==> config.mk <==
export PLATFORM = sky130hd
export DESIGN_NAME = mac_accel
export DESIGN_NICKNAME = d
export VERILOG_FILES = /design/src/rtl/mac_accel.sv
export SDC_FILE = /design/constraint.sdc
export NUM_CORES = 1
export LEC_CHECK = 0
export CAP_MARGIN = 25
export CORE_MARGIN = 5
export CORE_UTILIZATION = 39
export DETAILED_ROUTE_END_ITERATION = 10
export GPL_ROUTABILITY_DRIVEN = 0
export GPL_TIMING_DRIVEN = 1
export PLACE_DENSITY = 0.62
export SYNTH_ARGS = -nofsm -noshare
export SYNTH_HDL_FRONTEND = slang
export SYNTH_SLANG_ARGS = --single-unit
==> constraint.sdc <==
create_clock -name clk -period 4.6 [get_ports clk]
set_input_delay 0.69 -clock clk [delete_from_list [all_inputs] [get_ports clk]]
set_output_delay 0.69 -clock clk [all_outputs]
set_load 0.03 [all_outputs]
==> src/rtl/mac_accel.sv <==
// Multiply-accumulate engine: takes N_TERMS operand pairs and produces their
// sum of products through a two-stage pipeline (multiply, then accumulate).
//
// state | meaning
// IDLE  | waiting for start; result and ovf hold the last operation's values
// RUN   | accepting operand pairs, in_ready high
// DRAIN | last product is still in flight through the accumulate stage
// DONE  | result updated, done pulses for this one cycle
module mac_accel #(
  parameter int DATA_W  = 4,
  parameter int ACC_W   = 12,
  parameter int N_TERMS = 10,
  parameter int SAT     = 0
) (
  input  logic              clk,
  input  logic              rst,
  input  logic              start,
  input  logic              signed_mode,
  input  logic [DATA_W-1:0] a,
  input  logic [DATA_W-1:0] b,
  input  logic              in_valid,
  output logic              in_ready,
  output logic [ACC_W-1:0]  result,
  output logic              done,
  output logic              busy,
  output logic              ovf
);

  localparam int PW = 2 * DATA_W;
  localparam int XP = ACC_W + 1 - PW;
  localparam logic [7:0] LAST_IDX = 8'(N_TERMS - 1);

  generate
    if (ACC_W < PW) begin : g_bad_acc_w
      $error("mac_accel: ACC_W must be at least 2*DATA_W");
    end
    if (N_TERMS < 1 || N_TERMS > 255) begin : g_bad_n_terms
      $error("mac_accel: N_TERMS must be in 1..255");
    end
  endgenerate

  typedef enum logic [1:0] {
    IDLE  = 2'd0,
    RUN   = 2'd1,
    DRAIN = 2'd2,
    DONE  = 2'd3
  } state_t;

  state_t          state;
  logic [7:0]      count;
  logic            mode_signed;
  logic [PW-1:0]   prod_q;
  logic            prod_vld;
  logic [ACC_W-1:0] acc;

  logic            accept;
  logic [PW-1:0]   ext_a;
  logic [PW-1:0]   ext_b;
  logic [PW-1:0]   prod;
  logic [ACC_W:0]  acc_x;
  logic [ACC_W:0]  prod_x;
  logic [ACC_W:0]  sum;
  logic            add_ovf;
  logic [ACC_W-1:0] acc_add;

  assign accept   = (state == RUN) && in_valid;
  assign in_ready = (state == RUN);
  assign busy     = (state != IDLE);

  // Sign-extending both operands lets one unsigned multiplier serve both
  // modes: the low PW bits are the correct two's-complement product.
  always_comb begin
    ext_a = mode_signed ? {{DATA_W{a[DATA_W-1]}}, a} : {{DATA_W{1'b0}}, a};
    ext_b = mode_signed ? {{DATA_W{b[DATA_W-1]}}, b} : {{DATA_W{1'b0}}, b};
    prod  = ext_a * ext_b;
  end

  // One guard bit above the accumulator exposes the true sum of this add.
  always_comb begin
    prod_x  = mode_signed ? {{XP{prod_q[PW-1]}}, prod_q} : {{XP{1'b0}}, prod_q};
    acc_x   = mode_signed ? {acc[ACC_W-1], acc} : {1'b0, acc};
    sum     = acc_x + prod_x;
    add_ovf = mode_signed ? (sum[ACC_W] != sum[ACC_W-1]) : sum[ACC_W];
    acc_add = sum[ACC_W-1:0];
    if (SAT != 0 && add_ovf) begin
      if (!mode_signed) begin
        acc_add = '1;
      end else if (sum[ACC_W]) begin
        acc_add = {1'b1, {(ACC_W-1){1'b0}}};
      end else begin
        acc_add = {1'b0, {(ACC_W-1){1'b1}}};
      end
    end
  end

  always_ff @(posedge clk) begin
    if (rst) begin
      state       <= IDLE;
      count       <= '0;
      mode_signed <= 1'b0;
      prod_q      <= '0;
      prod_vld    <= 1'b0;
      acc         <= '0;
      result      <= '0;
      done        <= 1'b0;
      ovf         <= 1'b0;
    end else begin
      done     <= 1'b0;
      prod_vld <= accept;
      if (accept) begin
        prod_q <= prod;
      end
      if (prod_vld) begin
        acc <= acc_add;
        if (add_ovf) begin
          ovf <= 1'b1;
        end
      end

      case (state)
        IDLE: begin
          if (start) begin
            state       <= RUN;
            acc         <= '0;
            count       <= '0;
            ovf         <= 1'b0;
            mode_signed <= signed_mode;
          end
        end
        RUN: begin
          if (accept) begin
            count <= count + 8'd1;
            if (count == LAST_IDX) begin
              state <= DRAIN;
            end
          end
        end
        DRAIN: begin
          // The final product lands in acc on this same edge, so result
          // takes the post-add value directly.
          state  <= DONE;
          result <= prod_vld ? acc_add : acc;
          done   <= 1'b1;
        end
        DONE: begin
          state <= IDLE;
        end
        default: begin
          state <= IDLE;
        end
      endcase
    end
  end

endmodule

* Word level (Yosys, flattened, before mapping)
Cells that the tools add are included.
** Cells by class
- Add/subtract/negate cells :: 2
- Mux-type cells :: 20
- Equality and inequality tests :: 8
- $mul :: 1
- Reductions and logical operators :: 7
** Operator list (count)
- $mux 12 :: 3
- $mux 8 :: 4
- $mux 13 :: 2
- $pmux 8 s2 :: 1
- $add 13x13->13 :: 1
- $add 8x1->8 const B :: 1
- $eq 8x4->1 const B :: 1
- $mul 8x8->8 :: 1
- $pmux 2 s4 :: 1
- $mux 1 :: 6
- $mux 2 :: 3
- $reduce_and 3->1 :: 2
- $eq 2x2->1 const B :: 2
- $ne 2x1->1 const B :: 2
- $reduce_bool 2->1 :: 2
- $eq 2x1->1 const B :: 1
- $logic_not 2->1 :: 1
- $ne 2x2->1 const B :: 1
- $reduce_and 2->1 :: 1
- $logic_and 1x1->1 :: 1
- $ne 1x1->1 :: 1
** Storage, ports and cells
- Word-level logic and storage cells :: 47
- Output and inout bits :: 16
- Input bits :: 13
- Register bits :: 46

* Longest topological paths before layout
- Depth in word-level cells :: 8
- Mapped depth :: 16

* Worst setup path after synthesis
Ideal clock, no wire load.
- Kind :: input to register
- Start point :: input a[0]
- End point :: register prod_q[7]
- Data required time :: 4.466 ns
- Data arrival time :: 3.743 ns
- Buffers on the path :: 0
- Setup slack :: 0.723 ns
- Stages :: 14
- Cell sequence :: and3_2 -> fa_1 -> fa_1 -> ha_1 -> inv_1 -> fa_1 -> inv_1 -> ha_1 -> nor2b_1 -> o21ai_0 -> nand2b_1 -> xnor3_1 -> nand2_1 -> a21oi_1
** Between the ends
- Cells in the longest elaborated chain, start to end :: 2
** Ends and longest elaborated chain
- from (decl) :: RTL line 19 : input logic [DATA_W-1:0] a,
- $mux 8 :: RTL line 73 : ext_a = mode_signed ? {{DATA_W{a[DATA_W-1]}}, a} : {{DATA_W{1'b0}}, a};
- $mul 8x8->8 :: RTL line 75 : prod = ext_a * ext_b;
- to (signal assigned) :: RTL line 111 : prod_q <= prod;
- to (decl) :: RTL line 52 : logic [PW-1:0] prod_q;
Every way passes these cells.
A chain may end at the register's enable or synchronous reset.

* Worst setup path after layout
- Start point :: input b[3]
- End point :: register prod_q[7]
** Between the ends
- Cells in the longest elaborated chain, start to end :: 2
** Ends and longest elaborated chain
- from (decl) :: RTL line 20 : input logic [DATA_W-1:0] b,
- $mux 8 :: RTL line 74 : ext_b = mode_signed ? {{DATA_W{b[DATA_W-1]}}, b} : {{DATA_W{1'b0}}, b};
- $mul 8x8->8 :: RTL line 75
Every way passes these cells.

==> impl_metrics.env <==
export IMPL_power_density_nw_per_um2=411
export IMPL_ir_worst_vdd_v=0.000228
export IMPL_worst_slew_pin_slew_ns=0.831
export IMPL_min_path_cells=2
export IMPL_fmax_ghz=0.236
export IMPL_r2r_start="mode_signed"
export IMPL_ys_seq_elements=46
export IMPL_cts_reportedPaths_clkPinSlew_ns=0.09
export IMPL_vias_per_cell=5.02
export IMPL_fin_crit_sh=0.919
export IMPL_setup_viol=0
export IMPL_setup_tns_ns=0
export IMPL_slew_viol_final=0
export IMPL_final_hold_viol_count=0
export IMPL_final_util=0.466
export IMPL_rsz0062_at_grt="no"
export IMPL_cp_arrival_ns=4.47
export IMPL_vias=2445
export IMPL_cts_sinks=46
export IMPL_synthFlopType="dfxtp_1"
export IMPL_path_max_fanout=7
export IMPL_crit_path_end_kind="flip-flop"
export IMPL_area_growth_pct=15.9
export IMPL_drc_errors=0
export IMPL_io_pins=29
export IMPL_drive_above_1_share=0.0494
export IMPL_synth_edf_count=0
export IMPL_crit_slowest_cell="fa_1"
export IMPL_portBuffers=28
export IMPL_required_ns=4.85
export IMPL_skew_ns=0.00592
export IMPL_drv_cap=0
export IMPL_wl_mm=6.18
export IMPL_rr_worst_depth=14
export IMPL_async_reset_ff_frac=0
export IMPL_hold_buffers=0
export IMPL_wl_per_cell_um=12.7
export IMPL_drtAntennaViolNets=0
export IMPL_hold_class="flip-flop to flip-flop"
export IMPL_core_area_um2=7770
export IMPL_insertion_delay_ns=0.31
export IMPL_r2r_slack_ns=0.65
export IMPL_ys_warn_count=0
export IMPL_period_needed_ns=4.23
export IMPL_synthCells=357
export IMPL_cts_root_buf="clkbuf_8"
export IMPL_crit_cells=15
export IMPL_netlist_top_cells_count="dfxtp_1, nor2_1, inv_1"
export IMPL_antennaDiodeCount=0
export IMPL_slowest_delay_ns=0.52
export IMPL_dieArea_um2=9900
export IMPL_cts_buffer_depth=2
export IMPL_yosysMostFrequentCell="dfxtp_1"
export IMPL_nNetsFinal=440
export IMPL_cts_tree="built"
export IMPL_cpLargestDelayFamily="adder cells"
export IMPL_cts_setup_buffers=0
export IMPL_slew_headroom=0.446
export IMPL_synth_area_leaders="dfxtp_1, ha_1, fa_1"
export IMPL_die_w_um=99.5
export IMPL_crit_start="b[3]"
export IMPL_row_count=32
export IMPL_leakagePower_nw=1.48
export IMPL_synth_top_cell_by_area="dfxtp_1"
export IMPL_syn_avg_cell_area_um2=8.75
export IMPL_cp_cell_sequence="clkdlybuf4s50_1, and3_2, fa_1, fa_1, ha_1, inv_1, fa_1, inv_1, ha_1, nor2b_1, o21ai_0, nand2b_1, xnor3_1, nand2_1, a21oi_1"
export IMPL_grt_usage=0.132
export IMPL_status="finished, final reports clean"
export IMPL_cp_start_kind="input pin"
export IMPL_post_cts_resized=0
export IMPL_critPathKind="input pin to flip-flop"
export IMPL_path_buf_inv=3
export IMPL_htreeDepth=2
export IMPL_drt_iter0_markers=88
export IMPL_ys_seq_area_frac=0.295
export IMPL_start_util=0.402
export IMPL_grt_max_degree=26
export IMPL_grt_pass1_vias=2418
export IMPL_reg2reg_to="prod_q[7]"
export IMPL_firstDrtPassIters=4
export IMPL_syn_area_um2=3120
export IMPL_place_detailed_hpwl_mm=4.95
export IMPL_cts_buffers=5
export IMPL_gr_total_overflow=0
export IMPL_grt_pass1_wl_mm=10.9
export IMPL_yosysUniqueCellTypes=47
export IMPL_crit_path_end="prod_q[7]"
export IMPL_yosysTopAreaCellShare=0.295
export IMPL_nFillCells=784
export IMPL_dieHeight_um=99.5
export IMPL_antenna_found_initial=0
export IMPL_crit_top_cell="fa_1"
export IMPL_syn_nets=413
==> area by class of cell <==
type,count,area (um2),area share
flip-flops and latches,46,921,0.254
clock buffers,5,68.8,0.0190
inverters,34,128,0.0352
well taps,102,128,0.0352
clock inverters,3,45.0,0.0124
repair buffers,32,310,0.0857
multi-input cells,265,2020,0.558
==> power by group <==
part / internal (mW) / switching, mW / total [mW]
Clock: 0.162 / 0.150 / 0.311
Combinational: 0.274 / 0.384 / 0.659
Sequential: 0.465 / 0.0526 / 0.517
Total: 0.901 / 0.586 / 1.49
==> cells by family after synthesis <==
kind of cell	count (synthesis)	share of synthesized area
simple gates	125	0.198
compound gates	58	0.127
buf+inv	46	0.0581
flops	46	0.295
fa+ha+maj	43	0.204
xor+xnor	26	0.0773
mux	13	0.0417
==> state kept, by name, summed over array words and instances, names as in the netlist <==
name	cells
count	8
prod_vld	1
prod_q	8
done	1
mode_signed	1
acc	12
result	12
ovf	1
state	2
==> worst min path at each step <==
stage	from	end	slack, ns
after floorplan	prod_q[6]	prod_q[6]	0.44
after detailed placement	prod_q[6]	prod_q[6]	0.46
after global placement	prod_q[6]	prod_q[6]	0.46
after CTS	prod_q[6]	prod_q[6]	0.47
final	prod_q[6]	prod_q[6]	0.47
after global routing	prod_q[3]	prod_q[3]	0.50
==> worst reg2reg max path: stages (launching register included) <==
cell and delay, ns:
dfxtp_1 0.62, nand3_1 0.24, fa_1 0.58, inv_1 0.04
ha_1 0.26, inv_1 0.05, fa_1 0.50, fa_1 0.55
inv_1 0.04, ha_1 0.31, o21ai_0 0.09, nand2b_1 0.07
xnor3_1 0.36, nand2_1 0.05, a21oi_1 0.13
==> through the flow <==
| stage | total power [mW] | area, um2 | std cells | hold slack [ns] | setup WS [ns] |
|---|---|---|---|---|---|
| 3_3_place_gp | 1.18 | 3510 | 479 | 0.457 | 0.111 |
| 6_report | 1.49 | 3620 | 487 | 0.470 | 0.371 |
| 2_1_floorplan | 0.992 | 3120 | 357 | 0.436 | 0.723 |
| 4_1_cts | 1.50 | 3620 | 487 | 0.471 | 0.384 |
| 5_1_grt | 1.60 | 3620 | 487 | 0.503 | 0.210 |
| 3_5_place_dp | 1.19 | 3510 | 479 | 0.457 | 0.0640 |
==> routing by layer <==
metal	vias up	GRT usage	share of wire
li1	1259	-	-
met1	1151	0.173	0.47
met2	26	0.222	0.49
met3	9	0.0252	0.024
met4	0	0.0336	0.015
met5	-	0	0
==> placed cells by master (no fill, tap or decap), types with 5 or more instances in the layout <==
| master | count |
|---|---|
| xnor2_1 | 15 |
| a211oi_1 | 13 |
| nor2_1 | 41 |
| clkbuf_8 | 5 |
| mux2i_1 | 13 |
| xor2_1 | 10 |
| inv_1 | 33 |
| a21oi_1 | 17 |
| nand2_1 | 28 |
| and2_1 | 17 |
| fa_1 | 13 |
| clkdlybuf4s50_1 | 28 |
| nor2b_1 | 5 |
| nand3_1 | 9 |
| dfxtp_1 | 46 |
| ha_1 | 30 |
Power figures use the tool's default switching activity.
